==> src/rtl/branch_cmp_pipe_pkg.sv <==
// Shared CPU definitions: branch compare opcodes and the compare result payload.
package branch_cmp_pipe_pkg;

  localparam int unsigned OP_W = 3;

  typedef enum logic [OP_W-1:0] {
    OP_EQ  = 3'd0,
    OP_NE  = 3'd1,
    OP_LEZ = 3'd2,
    OP_GTZ = 3'd3,
    OP_LTZ = 3'd4,
    OP_GEZ = 3'd5,
    OP_LT  = 3'd6,
    OP_LTU = 3'd7
  } op_e;

  typedef struct packed {
    logic taken;
    logic eq;
    logic eqz;
    logic ltz;
    logic gtz;
  } cmp_res_t;

  localparam int unsigned RES_W = $bits(cmp_res_t);

endpackage

==> src/rtl/branch_cmp_pipe_cmp_core.sv <==
// Combinational branch comparator: operand flags plus the op-selected taken bit.
module cmp_core
  import branch_cmp_pipe_pkg::*;
#(
  parameter int unsigned WIDTH = 32
) (
  input  logic [WIDTH-1:0] in1,
  input  logic [WIDTH-1:0] in2,
  input  logic [OP_W-1:0]  op,
  output logic             eq,
  output logic             eqz,
  output logic             ltz,
  output logic             gtz,
  output logic             taken
);

  logic w_lt;
  logic w_ltu;

  assign eq    = (in1 == in2);
  assign eqz   = (in1 == '0);
  assign ltz   = in1[WIDTH-1];
  assign gtz   = ~ltz & ~eqz;
  assign w_lt  = ($signed(in1) < $signed(in2));
  assign w_ltu = (in1 < in2);

  always_comb begin
    taken = 1'b0;
    case (op)
      OP_EQ:   taken = eq;
      OP_NE:   taken = ~eq;
      OP_LEZ:  taken = ltz | eqz;
      OP_GTZ:  taken = gtz;
      OP_LTZ:  taken = ltz;
      OP_GEZ:  taken = ~ltz;
      OP_LT:   taken = w_lt;
      OP_LTU:  taken = w_ltu;
      default: taken = 1'b0;
    endcase
  end

endmodule

==> src/rtl/branch_cmp_pipe.sv <==
// Pipelined branch comparator with stall/flush control and a saturating
// count of retired taken results.
module branch_cmp_pipe
  import branch_cmp_pipe_pkg::*;
#(
  parameter int unsigned WIDTH  = 32,
  parameter int unsigned STAGES = 1,
  parameter int unsigned CNT_W  = 16
) (
  input  logic             clk,
  input  logic             reset,
  input  logic             in_valid,
  input  logic [OP_W-1:0]  op,
  input  logic [WIDTH-1:0] in1,
  input  logic [WIDTH-1:0] in2,
  input  logic             stall,
  input  logic             flush,
  input  logic             cnt_clr,
  output logic             out_valid,
  output logic             taken,
  output logic             eq,
  output logic             eqz,
  output logic             ltz,
  output logic             gtz,
  output logic [CNT_W-1:0] taken_cnt
);

  localparam logic [CNT_W-1:0] CNT_MAX = '1;

  cmp_res_t w_res;

  cmp_core #(.WIDTH(WIDTH)) u_cmp_core (
    .in1   (in1),
    .in2   (in2),
    .op    (op),
    .eq    (w_res.eq),
    .eqz   (w_res.eqz),
    .ltz   (w_res.ltz),
    .gtz   (w_res.gtz),
    .taken (w_res.taken)
  );

  // Index 0 is the live compare result; index g is the output of stage g.
  cmp_res_t [STAGES:0] w_data;
  logic     [STAGES:0] w_vld;

  assign w_vld[0]  = in_valid;
  assign w_data[0] = w_res;

  genvar g;
  generate
    for (g = 1; g <= STAGES; g++) begin : g_stage
      cmp_res_t r_data;
      logic     r_vld;

      // Bubbles load zero flags so the last stage drives 0 whenever invalid.
      always_ff @(posedge clk) begin
        if (reset || flush) begin
          r_vld  <= 1'b0;
          r_data <= '0;
        end else if (!stall) begin
          r_vld  <= w_vld[g-1];
          r_data <= w_vld[g-1] ? w_data[g-1] : '0;
        end
      end

      assign w_vld[g]  = r_vld;
      assign w_data[g] = r_data;
    end
  endgenerate

  assign out_valid = w_vld[STAGES];
  assign taken     = w_data[STAGES].taken;
  assign eq        = w_data[STAGES].eq;
  assign eqz       = w_data[STAGES].eqz;
  assign ltz       = w_data[STAGES].ltz;
  assign gtz       = w_data[STAGES].gtz;

  logic             w_retire;
  logic [CNT_W-1:0] r_cnt;

  assign w_retire = w_vld[STAGES] & ~stall & ~flush;

  // Clear beats a same-cycle increment; the count never wraps.
  always_ff @(posedge clk) begin
    if (reset) begin
      r_cnt <= '0;
    end else if (cnt_clr) begin
      r_cnt <= '0;
    end else if (w_retire && w_data[STAGES].taken && (r_cnt != CNT_MAX)) begin
      r_cnt <= r_cnt + CNT_W'(1);
    end
  end

  assign taken_cnt = r_cnt;

endmodule

==> config.mk <==
export PLATFORM = sky130hd
export DESIGN_NAME = branch_cmp_pipe
export DESIGN_NICKNAME = d
export VERILOG_FILES = /design/src/rtl/branch_cmp_pipe_pkg.sv /design/src/rtl/branch_cmp_pipe_cmp_core.sv /design/src/rtl/branch_cmp_pipe.sv
export SDC_FILE = /design/constraint.sdc
export NUM_CORES = 1
export LEC_CHECK = 0
export ABC_AREA = 1
export ABC_CLOCK_PERIOD_IN_PS = 1700
export CORE_MARGIN = 1.5
export CORE_UTILIZATION = 39
export CTS_CLUSTER_SIZE = 24
export DETAILED_ROUTE_END_ITERATION = 10
export PLACE_DENSITY_LB_ADDON = 0.15
export SKIP_CTS_REPAIR_TIMING = 1
export SLEW_MARGIN = 10
export SYNTH_ARGS = -nofsm -noshare
export SYNTH_HDL_FRONTEND = slang
export SYNTH_SLANG_ARGS = --single-unit
==> constraint.sdc <==
create_clock -name clk -period 1.7 [get_ports clk]
set_input_delay 0.425 -clock clk [delete_from_list [all_inputs] [get_ports clk]]
set_output_delay 0.425 -clock clk [all_outputs]
set_load 0.01 [all_outputs]
# == Word-level counts from Yosys, hierarchy flattened ==
# Index checks and enable logic that the tools add are counted.
# word_totals
ff_bits,22
latch_bits,0
ramBits,0
mem_bits_ro,0
input_bits,73
elab_cells,36
n_memories,0
# classes
n_addsub,1
multipliers,0
div,0
magnitude_cmp,2
eq_ne,9
shifts,0
n_mux,2
bitwise,9
reduce_logical,6
# ops
op,n
$lt A32 B32 Y1,2
$eq A32 B32 Y1,1
$logic_not A32 Y1,1
$add A16 B1 Y16 const B,1
$ne A16 B16 Y1 const B,1
$eq A3 B3 Y1 const B,4
$pmux W1 S8,1
$eq A3 B2 Y1 const B,2
$mux W5,1
$not A1 Y1,5
$and A1 B1 Y1,3
$eq A3 B1 Y1 const B,1
$logic_not A3 Y1,1
$logic_and A1 B1 Y1,2
$reduce_or A2 Y1,1
$logic_or A1 B1 Y1,1
$or A1 B1 Y1,1

# == Logic depth before layout (Yosys ltp) ==
# Gate-level depths: netlist (run 1).
# logic_depth
word_depth,5
mapped_depth,18
ltp_nobuf,18

# == Hierarchy ==
# A second synthesis (run 1) with hierarchy kept.
# hier_totals
cells_unflattened,379
area_unflattened_um2,2309.7
# modules_own_cells
mod,instances,cells_each,area_per_inst_um2
branch_cmp_pipe,1,180,1194.9
cmp_core,1,199,1114.8

# == Worst setup path after synthesis (run 1) ==
# Ideal clock, no wire load.
# synth_timing
kind,input to register
startpoint,input port in2[31]
endpoint,"register g_stage[1].r_data, in the netlist taken"
setup_ns,0.124
arrival_time_ns,1.602
required_ns,1.576
setup_slack_ns,-0.026
cell_stages,13
path_buffers,0
path_cell_list,inv_1 > ha_1 > nand2_1 > nor2_1 > nand2_1 > nor2_1 > nand2_1 > nand2_1 > nand4_1 > nor2_1 > nand2_1 > nand2_1 > a21oi_1
# synth_between
elab_chain_cells,4
word_cells_on_any_way,6
# synth_lines
item,line,text
start: declaration,branch_cmp_pipe.sv:15,"input logic [WIDTH-1:0] in2,"
branches (longest 2 deep; another with $lt A32 B32 Y1),-,
$pmux W1 S8 (*),branch_cmp_pipe_cmp_core.sv:29,case (op)
$mux W5 (*),branch_cmp_pipe.sv:63,r_data <= w_vld[g-1] ? w_data[g-1] : '0;
end signal: assignment,branch_cmp_pipe.sv:63,
end: declaration,branch_cmp_pipe.sv:53,cmp_res_t r_data;
# Mark *: on every way between the ends.
# A chain may end at the register's enable or synchronous reset.

# == Worst setup path in the final report (run 1) ==
# layout_timing
startpoint,input port in1[31]
endpoint,"register g_stage[1].r_data, in the netlist taken"
# layout_between
elab_chain_cells,5
word_cells_on_any_way,11
# layout_lines
item,line,text
start: declaration,branch_cmp_pipe.sv:14,"input logic [WIDTH-1:0] in1,"
branches (longest 3 deep; another with $lt A32 B32 Y1),-,
$pmux W1 S8 (*),branch_cmp_pipe_cmp_core.sv:29,
$mux W5 (*),branch_cmp_pipe.sv:63,
# Marks and branches as above.

==> impl_metrics.yaml, run 1 <==
grt:
  grt_usage_pct: 18.6
  grt_max_degree: 14
  grt_pass1_wl_um: 9420
  gr-total-overflow: 0
  antenna_found_initial: 0
  grt_pass1_vias: 2317
setup_path:
  cp_cell_sequence: "dlymetal6s2s_1, ha_4, nand2_2, nor2_4, nand2_2, nor3b_2, nand2_1, nand2_1, nor2_1, nor2_1, nand2_1, nand2_2, a21oi_2"
  critPathMaxFanout: 3
  crit_type: "in2reg"
  arrival_ns: 1.85
  crit_family: "simple AND/OR/NAND/NOR gates"
  slowest_delay_ns: 0.29
  worst-path-buf-inv: 1
  start_kind: "input port"
  cp-end-kind: "register"
  critPathSlowestCell: "ha_4"
  critPathRequiredTime_ns: 1.87
sta:
  setup_violations: 0
  worst_pin_slew_ns: 0.363
  rsz0062_at_grt: "yes"
  relSlewSlack_pct: 75.6
  finalCritPeriodShare_pct: 98.9
  final_max_slew_viol_count: 0
  skew_ns: 0.00466
  period_minus_slack_ns: 1.68
  clock.fmax_ghz: 0.595
  hold_viol: 0
placement:
  placed_area_um2: 3400
  io_buffers: 94
  place_hpwl_um: 4850
  gp_congestion: 0.877
power_and_ir_drop:
  p_sw_share_pct: 28.5
  power_mw: 1.60
  vdd_ir_drop_max_mv: 0.317
  cellLeakagePower_nw: 2.24
  p_per_area_nw_per_um2: 390
  p_int_mw: 1.15
  p_comb_share_pct: 36.3
  switchingPower_uw: 458
  pwr-share-clk_pct: 31.4
  p_seq_share_pct: 32.3
synthesis:
  yosysMostFrequentCell: "nand2_1"
  yosysTopAreaCellShare_pct: 20.0
  ys_types: 31
  synthTopCellsByCount: "85 x nand2_1, 65 x inv_1, 48 x nor2_1, 33 x ha_1, 32 x a21oi_1"
  synthArstFlopShare_pct: 0
  ys.flop_type: "dfxtp_1"
  synth_warnings: 0
  synth_top_cells_by_area: "dfxtp_1 20%, ha_1 19%, nand2_1 14%"
  netlist_area_um2: 2200
  seq_area_frac_synth_pct: 20.0
  syn_avg_cell_area_um2: 6.28
  syn_nets: 457
  synth-seq-cells: 22
  synthesis.instances: 351
  synth-edff-count: 0
  yosys.area.top_type: "dfxtp_1"
detailed_routing:
  remaining_drc_errors: 0
  routed_wirelength_um: 6800
  dr.pass1.iters: 4
  vias: 2656
  drt_iter0_drc: 77
  vias_per_cell: 4.91
  ant_nets: 0
  wire_per_inst_um: 12.6
floorplanning:
  num_rows: 27
  die_w_um: 78.2
  initial_core_util_pct: 40.3
  design.die.area_um2: 6110
  core_um2: 5470
  num_io_pins: 95
  fp.dieH_um: 78.2
final_layout:
  area_growth_syn_to_layout_pct: 86.7
  fin_nets: 576
  fill_cells: 421
  antenna_cells: 0
  finalInstanceArea_um2: 4110
  layout-drive-gt1-share_pct: 29.0
hold_path:
  hp-class: "reg2reg"
clock_network:
  cts_tree: "built"
  numCtsBuffers: 3
  clk_transition_reported_paths_ns: 0.09
  clock-root-buffer: "clkbuf_8"
  htreeDepth: 1
  clockBufferDepth: 2
  clock_latency_ns: 0.27
  cts.sinks: 22
job:
  cap_violations: 0
status:
  status: "completed"
registers in the layout, indices dropped and copies added, names as in the netlist:
| name | flops |
|---|---|
| eq | 1 |
| ltz | 1 |
| gtz | 1 |
| eqz | 1 |
| out_valid | 1 |
| taken | 1 |
| taken_cnt | 16 |
final timing paths:
check | end | slack [ns] | start | cells past startpoint
worst min register to register | taken_cnt[6] | 0.47 | taken_cnt[6] | 2
worst min-delay path | taken_cnt[6] | 0.47 | taken_cnt[6] | 2
worst max-delay path | taken | 0.02 | in1[31] | 13
worst max register to register | taken_cnt[15] | 0.12 | taken | 10
cells by family (layout without fill, tap and decap cells):
group                      Yosys count  in the layout  synth area share [%]
xor gates and xnor gates             3              3                  1.19
DFF                                 22             22                  20.0
adders and majority gates           33             33                  18.7
buffers and inverters               69            187                  12.3
and+or+nand+nor                    176            176                  36.3
AOI/OAI and AO/OA                   48             48                  11.4
power groups by stage:
stage	sequential [mW]	clock (mW)	combinational (mW)
after floorplan	0.532	0	0.202
after global placement	0.531	0	0.440
after detailed placement	0.531	0	0.449
after CTS	0.519	0.509	0.452
after global routing	0.519	0.530	0.640
final	0.519	0.503	0.583
cell type report:
| type | count | area (µm²) | area share (%) |
|---|---|---|---|
| clock buffers | 3 | 41.3 | 1.00 |
| clock inverters | 1 | 30.0 | 0.730 |
| inverters | 66 | 253 | 6.15 |
| multi-input cells | 260 | 1960 | 47.6 |
| flip-flops and latches | 22 | 450 | 11.0 |
| well taps | 72 | 90.1 | 2.19 |
| repair buffers | 117 | 1290 | 31.4 |
metal layers:
metal / part of all wire [%] / track usage (%) / up-vias
li1: - / - / 1354
met1: 42 / 23.0 / 1216
met2: 51 / 33.4 / 78
met3: 5.2 / 3.84 / 8
met4: 0.99 / 3.57 / 0
met5: 0 / 0 / -
per-stage QoR:
step | hold slack (ns) | utilization, % | setup TNS, ns | worst slack (ns) | instances
4_1_cts | 0.472 | 63.4 | -0.551 | -0.370 | 540
5_1_grt | 0.481 | 75.1 | -0.0887 | -0.0874 | 541
2_1_floorplan | 0.487 | - | 0 | 0.0135 | 351
6_report | 0.468 | 75.1 | 0 | 0.0189 | 541
3_5_place_dp | 0.459 | 62.0 | -4.00 | -0.663 | 536
3_3_place_gp | 0.455 | 62.0 | -3.50 | -0.593 | 536
cell usage in the layout, fill, tap and decap left out, types with 4 or more instances in the layout:
| master | n |
|---|---|
| nand2_1 | 73 |
| dlymetal6s2s_1 | 69 |
| nor2_1 | 40 |
| inv_1 | 39 |
| inv_2 | 26 |
| ha_4 | 26 |
| clkdlybuf4s50_1 | 25 |
| a21oi_1 | 24 |
| buf_4 | 22 |
| dfxtp_1 | 14 |
| nand2_2 | 13 |
| nand3_1 | 12 |
| a21oi_2 | 8 |
| dfxtp_2 | 8 |
| nand4_1 | 7 |
| o21ai_0 | 7 |
| nor2_2 | 5 |
| nor3_1 | 5 |
| ha_1 | 5 |
| nor2_4 | 4 |
| o21ai_1 | 4 |
worst min-delay path: stages, from the launching register on:
cell and delay, ns:
dfxtp_2 0.34, inv_1 0.05, a21oi_1 0.05
Note: power is estimated with default switching activity, not from simulation.
==> inputs of run 2 (changes only) <==
CORE_UTILIZATION = 40   (was 39)
CTS_BUF_LIST = sky130_fd_sc_hd__clkbuf_2 sky130_fd_sc_hd__clkbuf_4 sky130_fd_sc_hd__clkbuf_8   (was unset)
==> run 2 against run 1 <==
  * The flow now finishes with violations (negative setup slack)
  * Critical path depth unchanged
  * Setup slack worse by 0.073 ns
  * Worst hold slack better by 0.0015 ns
  * Clock-buffer cell count up 1
  * Combinational power about the same
  * Routed wire length up 4.8%
  * Cell count up 0.55%
  * Core utilization up 2.8 points
  * Clock power down 22%
  * Flip-flop and latch count unchanged
  * Clock skew down 0.0021 ns
  * Power down 7.0%
==> impl_metrics.yaml, run 2 (same netlist as run 1, synthesis figures left out) <==
status:
  status: "finished with violations"
  violations: "negative setup slack"
setup_path:
  arrival_ns: 1.92
  cp-end-kind: "register"
  worst-path-buf-inv: 1
  start_kind: "input port"
  critPathMaxFanout: 3
  slowest_delay_ns: 0.31
  cp_cell_sequence: "dlymetal6s2s_1, ha_4, nand2_1, nor2_1, nand2_1, nor3b_2, nand2_2, nand2_2, nor2_1, nor2_1, nand2_1, nand2_1, a21oi_1"
  critPathRequiredTime_ns: 1.87
  crit_type: "in2reg"
  startpoint: "in1[19]"
  crit_family: "simple AND/OR/NAND/NOR gates"
  cpMostUsedCell: "nand2_1"
  r2r_cells: 9
  r2r_start: "taken_cnt[0]"
  r2r_slack_ns: 0.09
  rr_endpoint: "taken_cnt[8]"
  critPathSlowestCell: "ha_4"
placement:
  place_hpwl_um: 4960
  gp_congestion: 0.866
  pre_cts_ws_ns: -0.611
  io_buffers: 94
floorplanning:
  design.die.area_um2: 5960
  die_w_um: 77.2
  fp.dieH_um: 77.2
  num_io_pins: 95
  num_rows: 26
  core_um2: 5200
  initial_core_util_pct: 42.3
power_and_ir_drop:
  switchingPower_uw: 459
  p_seq_share_pct: 34.7
  power_mw: 1.49
  pwr-share-clk_pct: 26.2
  p_per_area_nw_per_um2: 368
  vdd_ir_drop_max_mv: 0.277
  cellLeakagePower_nw: 2.17
  p_comb_share_pct: 39.2
  p_int_mw: 1.03
  p_sw_share_pct: 30.8
final_layout:
  area_growth_syn_to_layout_pct: 84.0
  final_common_cell: "nand2_1"
  antenna_cells: 0
  fin_nets: 581
  fill_cells: 393
  mostFrequentLayoutCells: "70 x nand2_1, 59 x dlymetal6s2s_1, 40 x nor2_1, 38 x inv_1, 28 x buf_4"
  largest_reg_flops: 16
  layout-drive-gt1-share_pct: 32.7
clock_network:
  clk_transition_reported_paths_ns: 0.08
  clock_latency_ns: 0.27
  clock-root-buffer: "clkbuf_8"
  cts.sinks: 22
  numCtsBuffers: 3
  clockBufferDepth: 2
  htreeDepth: 1
  cts_tree: "built"
sta:
  relSlewSlack_pct: 78.5
  skew_ns: 0.00255
  finalCritPeriodShare_pct: 103
  worst_pin_slew_ns: 0.320
  final_max_slew_viol_count: 0
  hold_viol: 0
  period_minus_slack_ns: 1.75
  setup_violations: 1
  rsz0062_at_grt: "yes"
  clock.fmax_ghz: 0.570
  setup_ws_ns: -0.0545
detailed_routing:
  dr.pass1.iters: 4
  routed_wirelength_um: 7130
  wire_per_inst_um: 13.1
  remaining_drc_errors: 0
  drt_iter0_drc: 118
  ant_nets: 0
  vias: 2690
  vias_per_cell: 4.94
grt:
  grt_max_degree: 13
  grt_pass1_vias: 2469
  gr-total-overflow: 0
  grt_pass1_wl_um: 9940
  grt_usage_pct: 20.0
  antenna_found_initial: 0
hold_path:
  hp-class: "reg2reg"
  holdPathStages: 2
  hp-start: "gtz"
  whs_endpoint: "gtz"
job:
  cap_violations: 0
run 2: per-stage QoR:
stage	hold slack (ns)	instances	TNS [ns]	utilization [%]	instance area (µm²)
floorplan	0.487	351	0	-	2220
global placement	0.451	537	-3.40	65.6	3420
detailed placement	0.456	537	-3.66	65.6	3420
CTS	0.470	541	-0.382	66.7	3470
global route	0.499	544	-0.218	77.9	4060
finish	0.469	544	-0.0545	77.9	4060
run 2: worst max-delay path by stage:
stage                 end  slack, ns  depth (start not counted)
global route        taken      -0.12                         13
detailed placement  taken      -0.61                         14
finish              taken      -0.05                         13
global placement    taken      -0.58                         14
floorplan           taken       0.01                         13
CTS                 taken      -0.32                         14
run 2: tightest hold or removal path, stage by stage, from the launching register on:
cell and delay, ns:
dfxtp_1 0.32, nand2_1 0.06, a21oi_1 0.05
run 2: area by class of cell:
class	instances	area (µm²)	area share, %
Clock buffer	4	55.1	1.36
Inverter	66	253	6.23
Multi-Input combinational cell	260	1950	48.1
Sequential cell	22	453	11.2
Tap cell	70	87.6	2.16
Timing Repair Buffer	122	1250	30.9
run 2: power by group through the flow:
stage / registers, mW / clock network [mW] / logic (mW)
after global routing: 0.517 / 0.416 / 0.641
after CTS: 0.519 / 0.392 / 0.457
after global placement: 0.531 / 0 / 0.442
final: 0.517 / 0.391 / 0.584
after detailed placement: 0.531 / 0 / 0.455
after floorplan: 0.532 / 0 / 0.202
run 2: routing by layer:
| metal | track usage [%] | up-vias | routed length (µm) |
|---|---|---|---|
| met2 | 36.8 | 86 | 3700 |
| met1 | 23.3 | 1218 | 2850 |
| met4 | 6.36 | 0 | 204 |
| met3 | 3.33 | 18 | 363 |
| met5 | 0 | - | 0 |
| li1 | - | 1368 | - |
==> inputs of run 3 (changes only) <==
CORE_UTILIZATION = 60   (was 40)
DONT_BUFFER_PORTS = 1   (was unset)
==> run 3 against run 2 <==
  * The run now ends clean
  * Clock-buffer cell count down 1
  * Global-route usage grew 6.2 points
  * Combinational power decreased by 57%
  * Clock power increased by 26%
  * Worst hold slack worse by 0.18 ns
  * Core utilization decreased by 3.7 points
  * Via count is 16% lower
  * Critical endpoint is now taken_cnt[9]
  * Design area is 37% lower
  * Register-to-register slack about the same
==> impl_metrics.yaml, run 3 (same netlist as run 1, synthesis figures left out) <==
clock_network:
  cts.sinks: 22
  numCtsBuffers: 3
  clock-root-buffer: "clkbuf_8"
  cts_tree: "built"
  clk_transition_reported_paths_ns: 0.08
  clockBufferDepth: 2
  clock_latency_ns: 0.27
  htreeDepth: 1
status:
  status: "completed"
sta:
  setup_ws_ns: 0.0807
  finalCritPeriodShare_pct: 95.3
  period_minus_slack_ns: 1.62
  skew_ns: 0.00504
  setup_violations: 0
  relSlewSlack_pct: 80.0
  hold_viol: 0
  hold_slack_ns: 0.288
  clock.fmax_ghz: 0.618
  final_max_slew_viol_count: 0
  worst_pin_slew_ns: 0.297
setup_path:
  r2r_start: "taken_cnt[0]"
  critPathRequiredTime_ns: 1.89
  rr_endpoint: "taken_cnt[9]"
  crit_type: "reg2reg"
  cp-end-kind: "register"
  r2r_cells: 10
  arrival_ns: 1.81
  startpoint: "taken_cnt[0]"
  critPathMaxFanout: 5
  start_kind: "register"
  crit_end: "taken_cnt[9]"
  r2r_slack_ns: 0.08
floorplanning:
  die_w_um: 63.6
  design.die.area_um2: 4040
  fp.dieH_um: 63.6
  core_um2: 3440
  num_rows: 21
  initial_core_util_pct: 64.0
  num_io_pins: 95
final_layout:
  area_growth_syn_to_layout_pct: 16.0
  final_common_cell: "nand2_1"
  antenna_cells: 0
  stdcell_count: 423
  multiInputGateArea_um2: 1540
  finalInstanceArea_um2: 2550
  fin_nets: 484
  seqCellArea_um2: 445
  fill_cells: 314
  layout-drive-gt1-share_pct: 14.6
  largest_reg_flops: 16
  mostFrequentLayoutCells: "85 x nand2_1, 65 x inv_1, 45 x nor2_1, 32 x a21oi_1, 31 x ha_1"
placement:
  io_buffers: 0
  place_hpwl_um: 4300
  gp_congestion: 0.939
  placed_area_um2: 2430
  dp.cells: 417
  pre_cts_ws_ns: -0.151
grt:
  grt_pass1_wl_um: 8750
  antenna_found_initial: 0
  grt_pass1_vias: 2175
  gr-total-overflow: 0
  grt_max_degree: 14
  grt_usage_pct: 26.3
detailed_routing:
  vias: 2253
  routed_wirelength_um: 5200
  ant_nets: 0
  dr.pass1.iters: 4
  drt_iter0_drc: 95
  wire_per_inst_um: 12.3
  remaining_drc_errors: 0
  vias_per_cell: 5.33
job:
  cap_violations: 0
power_and_ir_drop:
  vdd_ir_drop_max_mv: 0.540
  p_per_area_nw_per_um2: 493
  cellLeakagePower_nw: 1.25
  power_mw: 1.26
hold_path:
  hp-class: "in2reg"
  holdPathStages: 2
## run 3: cell types whose count changed in the layout (fill, tap and decap cells not counted), sizes merged
cell	delta
dlymetal6s2s	-59
clkdlybuf4s50	-25
clkbuf	-10
buf	-4
bufinv	+1
## run 3: final cells by class
type,count,area share (%)
tap,46,2.25
sequential,22,17.4
inverter,66,9.89
clock buffer,3,1.62
multi-input combinational,260,60.3
timing repair buffer,25,7.35
clock inverter,1,1.18
## run 3: worst max-delay path, stage by stage, from the launching register on
cell and delay [ns]:
dfxtp_2 0.34, ha_2 0.18, nand3_1 0.09, nor2_2 0.13
nand3_2 0.10, nand2_4 0.14, clkinv_4 0.08, nand3_4 0.09
nor2_4 0.06, buf_4 0.13, a211oi_1 0.21
## run 3: through the flow
step / TNS [ns] / util [%]
floorplan: 0 / -
global placement: -0.0952 / 70.6
CTS: -0.0219 / 72.7
global route: -0.0125 / 74.2
finish: 0 / 74.2
detailed placement: -0.151 / 70.6
## run 3: worst min path at each step
stage                      to  slack [ns]  start
after floorplan            eq        0.49     eq
after global placement    ltz        0.50    ltz
after detailed placement  ltz        0.50    ltz
after CTS                 ltz        0.29  stall
after global routing       eq        0.29  stall
final                     ltz        0.29  stall
## run 3: layer usage
metal	part of all wire [%]	global-route usage, %	up-vias
met5	0	0	-
li1	-	-	1169
met1	42	32.1	991
met2	48	45.4	87
met4	0.73	5.98	0
met3	9.1	7.50	6
## run 3: where the power goes
group          switching [mW]  total (mW)  leakage [nW]  internal [mW]
Clock                   0.177       0.492        0.0357          0.315
Sequential            0.00183       0.519         0.179          0.517
Combinational           0.138       0.249          1.04          0.111
Total                   0.317        1.26          1.25          0.942
